--- src/rtl/div_pkg.sv ---
// div_pkg: shared state encoding and default width for the division sequencer
package div_pkg;
  typedef enum logic [2:0] {IDLE, SHIFT, SUB, ZERO, DONE, STEP} div_state_t;
  localparam int DIV_WIDTH_DEFAULT = 8;
endpackage

--- src/rtl/div_sequencer_if.sv ---
// div_sequencer_if: start/busy/done handshake plus operand and result bus
interface div_sequencer_if
  import div_pkg::*;
#(
  parameter int WIDTH = DIV_WIDTH_DEFAULT
);
  logic start;
  logic [WIDTH-1:0] dividend;
  logic [WIDTH-1:0] divisor;
  logic busy;
  logic done;
  logic [WIDTH-1:0] quotient;
  logic [WIDTH-1:0] remainder;
  logic div_by_zero;
  modport master (
    output start, dividend, divisor,
    input  busy, done, quotient, remainder, div_by_zero
  );
  modport slave (
    input  start, dividend, divisor,
    output busy, done, quotient, remainder, div_by_zero
  );
endinterface

--- src/rtl/div_sequencer_shreg.sv ---
// div_sequencer_shreg: parameterised register with parallel load and one-bit shift
module div_sequencer_shreg #(
  parameter int WIDTH = 8
) (
  input  logic             clk,
  input  logic             rst_n,
  input  logic             load_en,
  input  logic             shift_en,
  input  logic             shift_dir,
  input  logic             sl,
  input  logic             sr,
  input  logic [WIDTH-1:0] d,
  output logic [WIDTH-1:0] q
);
  // load wins over shift; shift_dir=0 shifts left taking sl into bit 0
  always_ff @(posedge clk or negedge rst_n)
    if (!rst_n) q <= '0;
    else if (load_en) q <= d;
    else if (shift_en) q <= shift_dir ? {sr, q[WIDTH-1:1]} : {q[WIDTH-2:0], sl};
endmodule

--- src/rtl/div_sequencer.sv ---
// div_sequencer: restoring unsigned divider; DIV_SEQ_FAST_STEP_EN merges SHIFT+SUB into one STEP state
module div_sequencer
  import div_pkg::*;
#(
  parameter int WIDTH = DIV_WIDTH_DEFAULT
) (
  input logic            clk,
  input logic            rst_n,
  div_sequencer_if.slave bus
);
  localparam int CW = $clog2(WIDTH + 1);
  div_state_t state, state_n;
  logic [WIDTH:0] a, a_in, a_res;
  logic [WIDTH-1:0] m, q, q_d, q_res, quotient, remainder;
  logic [CW-1:0] count;
  logic [WIDTH+1:0] diff;
  logic borrow, last, q_load, q_shift, div_by_zero;
`ifdef DIV_SEQ_FAST_STEP_EN
  localparam div_state_t RUN = STEP;
  assign a_in  = {a[WIDTH-1:0], q[WIDTH-1]};
  assign q_res = {q[WIDTH-2:0], ~borrow};
`else
  localparam div_state_t RUN = SHIFT;
  assign a_in  = a;
  assign q_res = {q[WIDTH-1:1], ~borrow};
`endif
  assign diff   = {1'b0, a_in} - {2'b00, m};
  assign borrow = diff[WIDTH+1];
  assign a_res  = borrow ? a_in : diff[WIDTH:0];
  assign last   = count == CW'(1);
  assign bus.busy        = state != IDLE;
  assign bus.done        = state == DONE;
  assign bus.quotient    = quotient;
  assign bus.remainder   = remainder;
  assign bus.div_by_zero = div_by_zero;
  div_sequencer_shreg #(.WIDTH(WIDTH)) u_q (
    .clk      (clk),
    .rst_n    (rst_n),
    .load_en  (q_load),
    .shift_en (q_shift),
    .shift_dir(1'b0),
    .sl       (1'b0),
    .sr       (1'b0),
    .d        (q_d),
    .q        (q)
  );
  // state register
  always_ff @(posedge clk or negedge rst_n)
    if (!rst_n) state <= IDLE;
    else state <= state_n;
  // next state and Q register control; arithmetic states reload Q with the new quotient bit
  always_comb begin
    state_n = state;
    q_load  = 1'b0;
    q_shift = 1'b0;
    q_d     = q_res;
    case (state)
      IDLE: if (bus.start) begin
        state_n = bus.divisor != '0 ? RUN : ZERO;
        q_load  = 1'b1;
        q_d     = bus.dividend;
      end
      SHIFT: begin
        state_n = SUB;
        q_shift = 1'b1;
      end
      SUB, STEP: begin
        state_n = last ? DONE : RUN;
        q_load  = 1'b1;
      end
      ZERO: state_n = DONE;
      DONE: state_n = IDLE;
      default: state_n = IDLE;
    endcase
  end
  // partial remainder, divisor, step counter and result registers loaded on DONE entry
  always_ff @(posedge clk or negedge rst_n)
    if (!rst_n) begin
      a           <= '0;
      m           <= '0;
      count       <= '0;
      quotient    <= '0;
      remainder   <= '0;
      div_by_zero <= 1'b0;
    end else begin
      if (state == IDLE && bus.start) begin
        a     <= '0;
        m     <= bus.divisor;
        count <= CW'(WIDTH);
      end
      if (state == SHIFT) a <= {a[WIDTH-1:0], q[WIDTH-1]};
      if (state == SUB || state == STEP) begin
        a     <= a_res;
        count <= count - 1'b1;
        if (last) begin
          quotient    <= q_res;
          remainder   <= a_res[WIDTH-1:0];
          div_by_zero <= 1'b0;
        end
      end
      if (state == ZERO) begin
        quotient    <= '1;
        remainder   <= q;
        div_by_zero <= 1'b1;
      end
    end
endmodule

--- src/flat_wrapper.sv ---
// flat-port wrapper written by rule: the top's interface ports become plain ports
module div_sequencer_flat import div_pkg::*;
#(
  parameter int WIDTH = DIV_WIDTH_DEFAULT
)
  (clk, rst_n, bus_start, bus_dividend, bus_divisor, bus_busy, bus_done, bus_quotient, bus_remainder, bus_div_by_zero);
  div_sequencer_if #(.WIDTH(WIDTH)) bus_i ();
  input logic clk;
  input logic rst_n;
  input wire logic [$bits(bus_i.start)-1:0] bus_start;
  input wire logic [$bits(bus_i.dividend)-1:0] bus_dividend;
  input wire logic [$bits(bus_i.divisor)-1:0] bus_divisor;
  output wire logic [$bits(bus_i.busy)-1:0] bus_busy;
  output wire logic [$bits(bus_i.done)-1:0] bus_done;
  output wire logic [$bits(bus_i.quotient)-1:0] bus_quotient;
  output wire logic [$bits(bus_i.remainder)-1:0] bus_remainder;
  output wire logic [$bits(bus_i.div_by_zero)-1:0] bus_div_by_zero;
  assign bus_i.start = bus_start;
  assign bus_i.dividend = bus_dividend;
  assign bus_i.divisor = bus_divisor;
  assign bus_busy = bus_i.busy;
  assign bus_done = bus_i.done;
  assign bus_quotient = bus_i.quotient;
  assign bus_remainder = bus_i.remainder;
  assign bus_div_by_zero = bus_i.div_by_zero;
  div_sequencer #(.WIDTH(WIDTH)) u_core (.clk(clk), .rst_n(rst_n), .bus(bus_i));
endmodule
--- config.mk ---
export PLATFORM = sky130hd
export DESIGN_NAME = div_sequencer_flat
export DESIGN_NICKNAME = d
export VERILOG_FILES = /design/src/rtl/div_pkg.sv /design/src/rtl/div_sequencer_if.sv /design/src/rtl/div_sequencer_shreg.sv /design/src/rtl/div_sequencer.sv /design/src/flat_wrapper.sv
export SDC_FILE = /design/constraint.sdc
export NUM_CORES = 1
export LEC_CHECK = 0
export BUFFER_PORTS_ARGS = -buffer_cell sky130_fd_sc_hd__buf_4
export CORE_MARGIN = 4
export CORE_UTILIZATION = 52
export CTS_CLUSTER_DIAMETER = 40
export DETAILED_ROUTE_END_ITERATION = 8
export PLACE_DENSITY = 0.76
export SYNTH_ARGS = -nofsm -noshare
export SYNTH_HDL_FRONTEND = slang
export SYNTH_SLANG_ARGS = --single-unit
--- constraint.sdc ---
create_clock -name clk -period 2.01 [get_ports clk]
set_input_delay 0.1005 -clock clk [delete_from_list [all_inputs] [get_ports clk]]
set_output_delay 0.1005 -clock clk [all_outputs]
set_load 0.02 [all_outputs]
Word-level counts from Yosys, hierarchy flattened:

Index checks and enable logic that the tools add are counted.

* add/sub/neg operators: 2
* multipliers: 0
* divide/modulo/power cells: 0
* magnitude comparators: 0
* equality and inequality tests: 10
* shift-type cells: 0
* multiplexer cells: 26
* bitwise logic cells: 1
* reductions and logical operators: 14

Operators by type and width (number)
* $mux W8: 10
* $mux W9: 4
* $pmux W3 S4: 1
* $sub A9 B8 Y10: 1
* $mux W4: 2
* $ne A2 B2 Y1 const B: 4
* $reduce_bool A2 Y1: 4
* $reduce_bool A8 Y1: 1
* $eq A3 B2 Y1 const B: 2
* $eq A3 B3 Y1 const B: 2
* $mux W3: 2
* $reduce_bool A3 Y1: 2
* $mux W1: 5
* $eq A4 B1 Y1 const B: 1
* $reduce_and A2 Y1: 2
* $sub A4 B1 Y4 const B: 1
* $eq A3 B1 Y1 const B: 1
* $logic_not A3 Y1: 1
* $reduce_and A3 Y1: 1
* $mux W2: 1
* $pmux W1 S2: 1
* $reduce_or A2 Y1: 1
* $logic_and A1 B1 Y1: 1
* $logic_or A1 B1 Y1: 1
* $not A1 Y1: 1

* register bits: 49
* bits in latches: 0
* memory bits (writable): 0
* bits in read-only memories: 0
* output and inout port bits: 19
* logic and storage cells: 63
* memories: 0

Logic depth before layout (Yosys ltp):

* word-level depth: 5
* gate-level depth with buffers: 9
* gate-level depth less buffers: 9

Modules after synthesis:

A second synthesis with hierarchy kept.

* cells, all modules: 324
* area total of the unflattened synthesis: 2924.1 um^2

By module, submodules not included
* div_sequencer: instances 1, cells each 280, area an instance 2446.1 um^2
* div_sequencer_shreg: instances 1, cells each 44, area an instance 478.0 um^2

Worst setup path before layout:

Ideal clock, no wire load.

* path type: reg2reg
* from: register u_core.a[0]
* to: register u_core.a[8]
* library setup time: 0.127 ns
* arrival: 1.893 ns
* data required time: 1.883 ns
* setup slack: -0.010 ns
* cell stages (with the launch flop): 10
* path buffers: 0
* period minus slack after synthesis: 2.020 ns
* cell sequence: dfrtp_1 -> inv_1 -> ha_1 -> inv_1 -> fa_1 -> a21o_1 -> a221oi_1 -> o21ai_0 -> mux2i_1 -> a2bb2oi_1

* word-level cells in the longest chain between the ends: 3
* elaborated cells between the ends (all ways): 5
* those cells by class: add/sub: 1; eq/ne: 1; mux: 2; reduce/logical: 1

Ends and longest elaborated chain
* start: declaration: RTL line div_sequencer.sv:13 `logic [WIDTH:0] a, a_in, a_res;`
* start signal: assignment: RTL line div_sequencer.sv:91 `if (state == SHIFT) a <= {a[WIDTH-1:0], q[WIDTH-1]};`
* start signal: assignment: RTL line div_sequencer.sv:93 `a <= a_res;`
* $sub A9 B8 Y10 *: RTL line div_sequencer.sv:27 `assign diff = {1'b0, a_in} - {2'b00, m};`
* $ne A2 B2 Y1 (no source line) / $mux W9 (equally long branches)
* $reduce_and A2 Y1 (no source line) / $mux W9 (equally long branches)

Every way passes the cells marked *; elsewhere a longest branch is shown, timed or not. The select of a mux whose other input is x is not followed.
A chain may end at the register's enable or synchronous reset.

Worst setup path after layout:

Ends and elaborated chain as after synthesis.

==> metrics.txt <==
status complete, but fails checks; failing checks setup timing; full die area 6590 µm²; Final Wtd Congestion ~0.90; TritonCTS clock tree built; cell internal pwr 0.00335 W; Num CTS Buffers 5; syn_area_per_cell just over 9 µm²; Final min period about 2.0 ns; Tcrit/Tclk final 100%; mapped cell area ~2800 µm²; static leakage 1.63 nW; via count of the routed design ~2500; GRT Residual Overflow 0; worst hold-check path type primary input to flip-flop; Total GRT Usage 23.0%; Slew Limit Fails 0; Ys Warns 0; #FFs+latches synth 49; Filler cells 422; clock skew 0.00946 ns; drt initial violations 153; syn_nets 331; Crit Path Class flip-flop to flip-flop; 1st-pass router iterations 4; P per Cell Area 1710 nW/µm²; Reg power frac 27.9%; Sw Ratio 44.9%; Syn Inst Count approximately 300; max cap viols 0; Finish-stage setup viols 1; NetSw 0.00273 W; first-pass GRT wire length 11.7 mm; Port Buffer Count 37; FF+latch area 1230 µm²; RSZ-0062 raised after global routing yes; HP Start bus_divisor[4]; Setup WS post-layout -0.00101 ns; CP Capture Type flip-flop; Worst-Skew Late Latency 0.31 ns; final hold viol count 0; drt wl/cell between 15 and 20 µm; Multi-input gate area 1530 µm²; Slew HR 59.5%; synthesis-to-layout area growth 27.3%; Routed Antenna Nets 0; clk root buf clkbuf_8; critical path arrival ~2.2 ns; Async SR Flop Fraction between 90% and 100%; IO Pins 38; clock tree buffer depth 2; vias in the first global route 2471; Die W 81.2 µm; clk slew on worst S/H paths roughly 0.10 ns; CTS Sinks just under 50; CP required 2.20 ns; H-tree depth 2; final core occ 69.0%; Via density 5.71; pin count of the biggest net entering global routing 50; initial antenna violation count 0; Final HPWL DP 5.09 mm; die height just over 80 µm; residual DRC count 0; f_max 497 MHz; power share of the clock group 10.3%; Initial Utilization a little over half; Slew @ Worst Pin 0.608 ns; layout cell share with drive strength beyond 1 ~29%; core area 5140 µm²; Logic pwr share 61.8%; ANT cells 0; Seq/Total Area, Yosys 44.0%; num rows 26; EDFF count, synth 0; startpoint types flip-flop; total detailed-routing wirelength 6.97 mm; synth unique cells about 50; FF-to-FF setup slack -0.001 ns; fin nets 395; reg2reg start u_core.a[0]$_DFFE_PN0P_; worst hold slack 0.00372 ns; crit path from u_core.a[0]$_DFFE_PN0P_; worst IR drop on VDD 0.949 mV; worst-path maximum fanout 2; commonest register cell after synthesis dfrtp_1
## power by group through the flow
stage               Sequential (W)  Combinational [W]  Clock, W
floorplan                  0.00181            0.00211         0
CTS                        0.00169            0.00346  0.000640
global placement           0.00169            0.00332         0
detailed placement         0.00171            0.00339         0
finish                     0.00170            0.00375  0.000624
global route               0.00176            0.00411  0.000675
## flip-flops by register name, indices dropped and copies added, names as in the netlist
register                flops
u_core.a                    9
u_core.bus.quotient         8
u_core.bus.remainder        8
u_core.m                    8
u_core.u_q.q                8
u_core.count                4
u_core.state                3
u_core.bus.div_by_zero      1
## final timing paths
kind / end / cells after the start
worst max-delay path: u_core.a[8]$_DFFE_PN0P_ / 9
worst min-delay path: u_core.m[4]$_DFFE_PN0P_ / 3
worst max register to register: u_core.a[8]$_DFFE_PN0P_ / 9
worst min register to register: u_core.bus.div_by_zero$_DFFE_PN0P_ / 2
max in group asynchronous: u_core.count[1]$_DFFE_PN0P_ / 2
min in group asynchronous: u_core.m[3]$_DFFE_PN0P_ / 2
## layout make-up
class | count | area share (%)
sequential | 49 | 34.6
clock buffer | 5 | 1.94
clock inverter | 3 | 0.812
timing repair buffer | 71 | 15.4
tap | 70 | 2.47
inverter | 15 | 1.59
multi-input combinational | 223 | 43.2
## worst max-delay path, stage by stage, from the launching register on
cell       delay (ns)
dfrtp_1          0.39
inv_1            0.07
ha_2             0.19
inv_2            0.04
fa_2             0.33
a21o_1           0.20
a221oi_4         0.31
o21ai_2          0.09
mux2i_1          0.20
a2bb2oi_2        0.08
## metrics by stage
step | TNS (ns) | cell area [µm²] | setup slack (ns) | total power (W) | cells
after CTS | -0.0492 | 3440 | -0.0383 | 0.00579 | 435
final | -0.00101 | 3550 | -0.00101 | 0.00608 | 436
after detailed placement | -0.0490 | 3290 | -0.0490 | 0.00510 | 422
after global placement | 0 | 3290 | 0.0335 | 0.00501 | 422
after floorplan | 0 | 2790 | 0.0139 | 0.00391 | 301
after global routing | -0.431 | 3550 | -0.103 | 0.00655 | 436
## synth_stat cells (2+ instances only)
cell      number  area share (%)
dfrtp_1       49              44
xor2_1         2            0.63
and2_1         7             1.6
o21ai_0       23             4.1
nand4_1        6             1.3
a221o_1        5             1.8
mux2i_1        8             2.9
nand3b_1       4             1.1
nor3_1         6             1.1
a21oi_1       21             3.8
a21o_1         5             1.3
xnor2_1        5             1.6
o31ai_2        2            0.90
ha_1          10             4.5
nor3_2         3             1.1
a22oi_1        4             1.1
buf_6          3             1.2
o211ai_1       9             2.4
nand3_1        6             1.1
inv_1         15             2.0
nor2_1        27             3.6
buf_2          5            0.90
o31ai_1        3            0.81
nand2_1       31             4.2
and3_1        11             2.5
clkbuf_1       6            0.81
## routing by layer
metal / wire length, µm / track usage, %
met5: 0 / 0
met4: 129 / 7.26
met3: 415 / 4.32
met2: 3390 / 39.6
met1: 3040 / 29.2
## timing repair
| action | 4_1_cts | 5_1_grt |
|---|---|---|
| buffers inserted | 0 | 1 |
| setup endpoints to repair | 4 | 17 |
| gates resized for setup | 5 | 20 |
| hold buffers | 5 | 0 |
| pin swaps | 9 | 11 |
| hold endpoints to repair | 53 | 0 |
## layout by cell type, fill, tap and decap left out, types with 8 or more instances in the layout
cell type  netlist  final
o211ai_1         9      9
buf_4            0     66
dfrtp_1         49     49
mux2i_1          8      8
nand2_1         31     31
nor2_1          27     25
and3_1          11     10
inv_1           15     14
a21oi_1         21     19
o21ai_0         23     21
## cell families after synthesis
family	after synthesis	synth area share [%]
xor gates and xnor gates	7	2.20
buffers and inverters	29	4.94
muxes	9	3.28
DFF	49	44.0
and+or+nand+nor	113	20.9
adders and majority gates	11	5.21
AOI/OAI and AO/OA	83	19.4
Note: power is estimated with default switching activity, not from simulation.
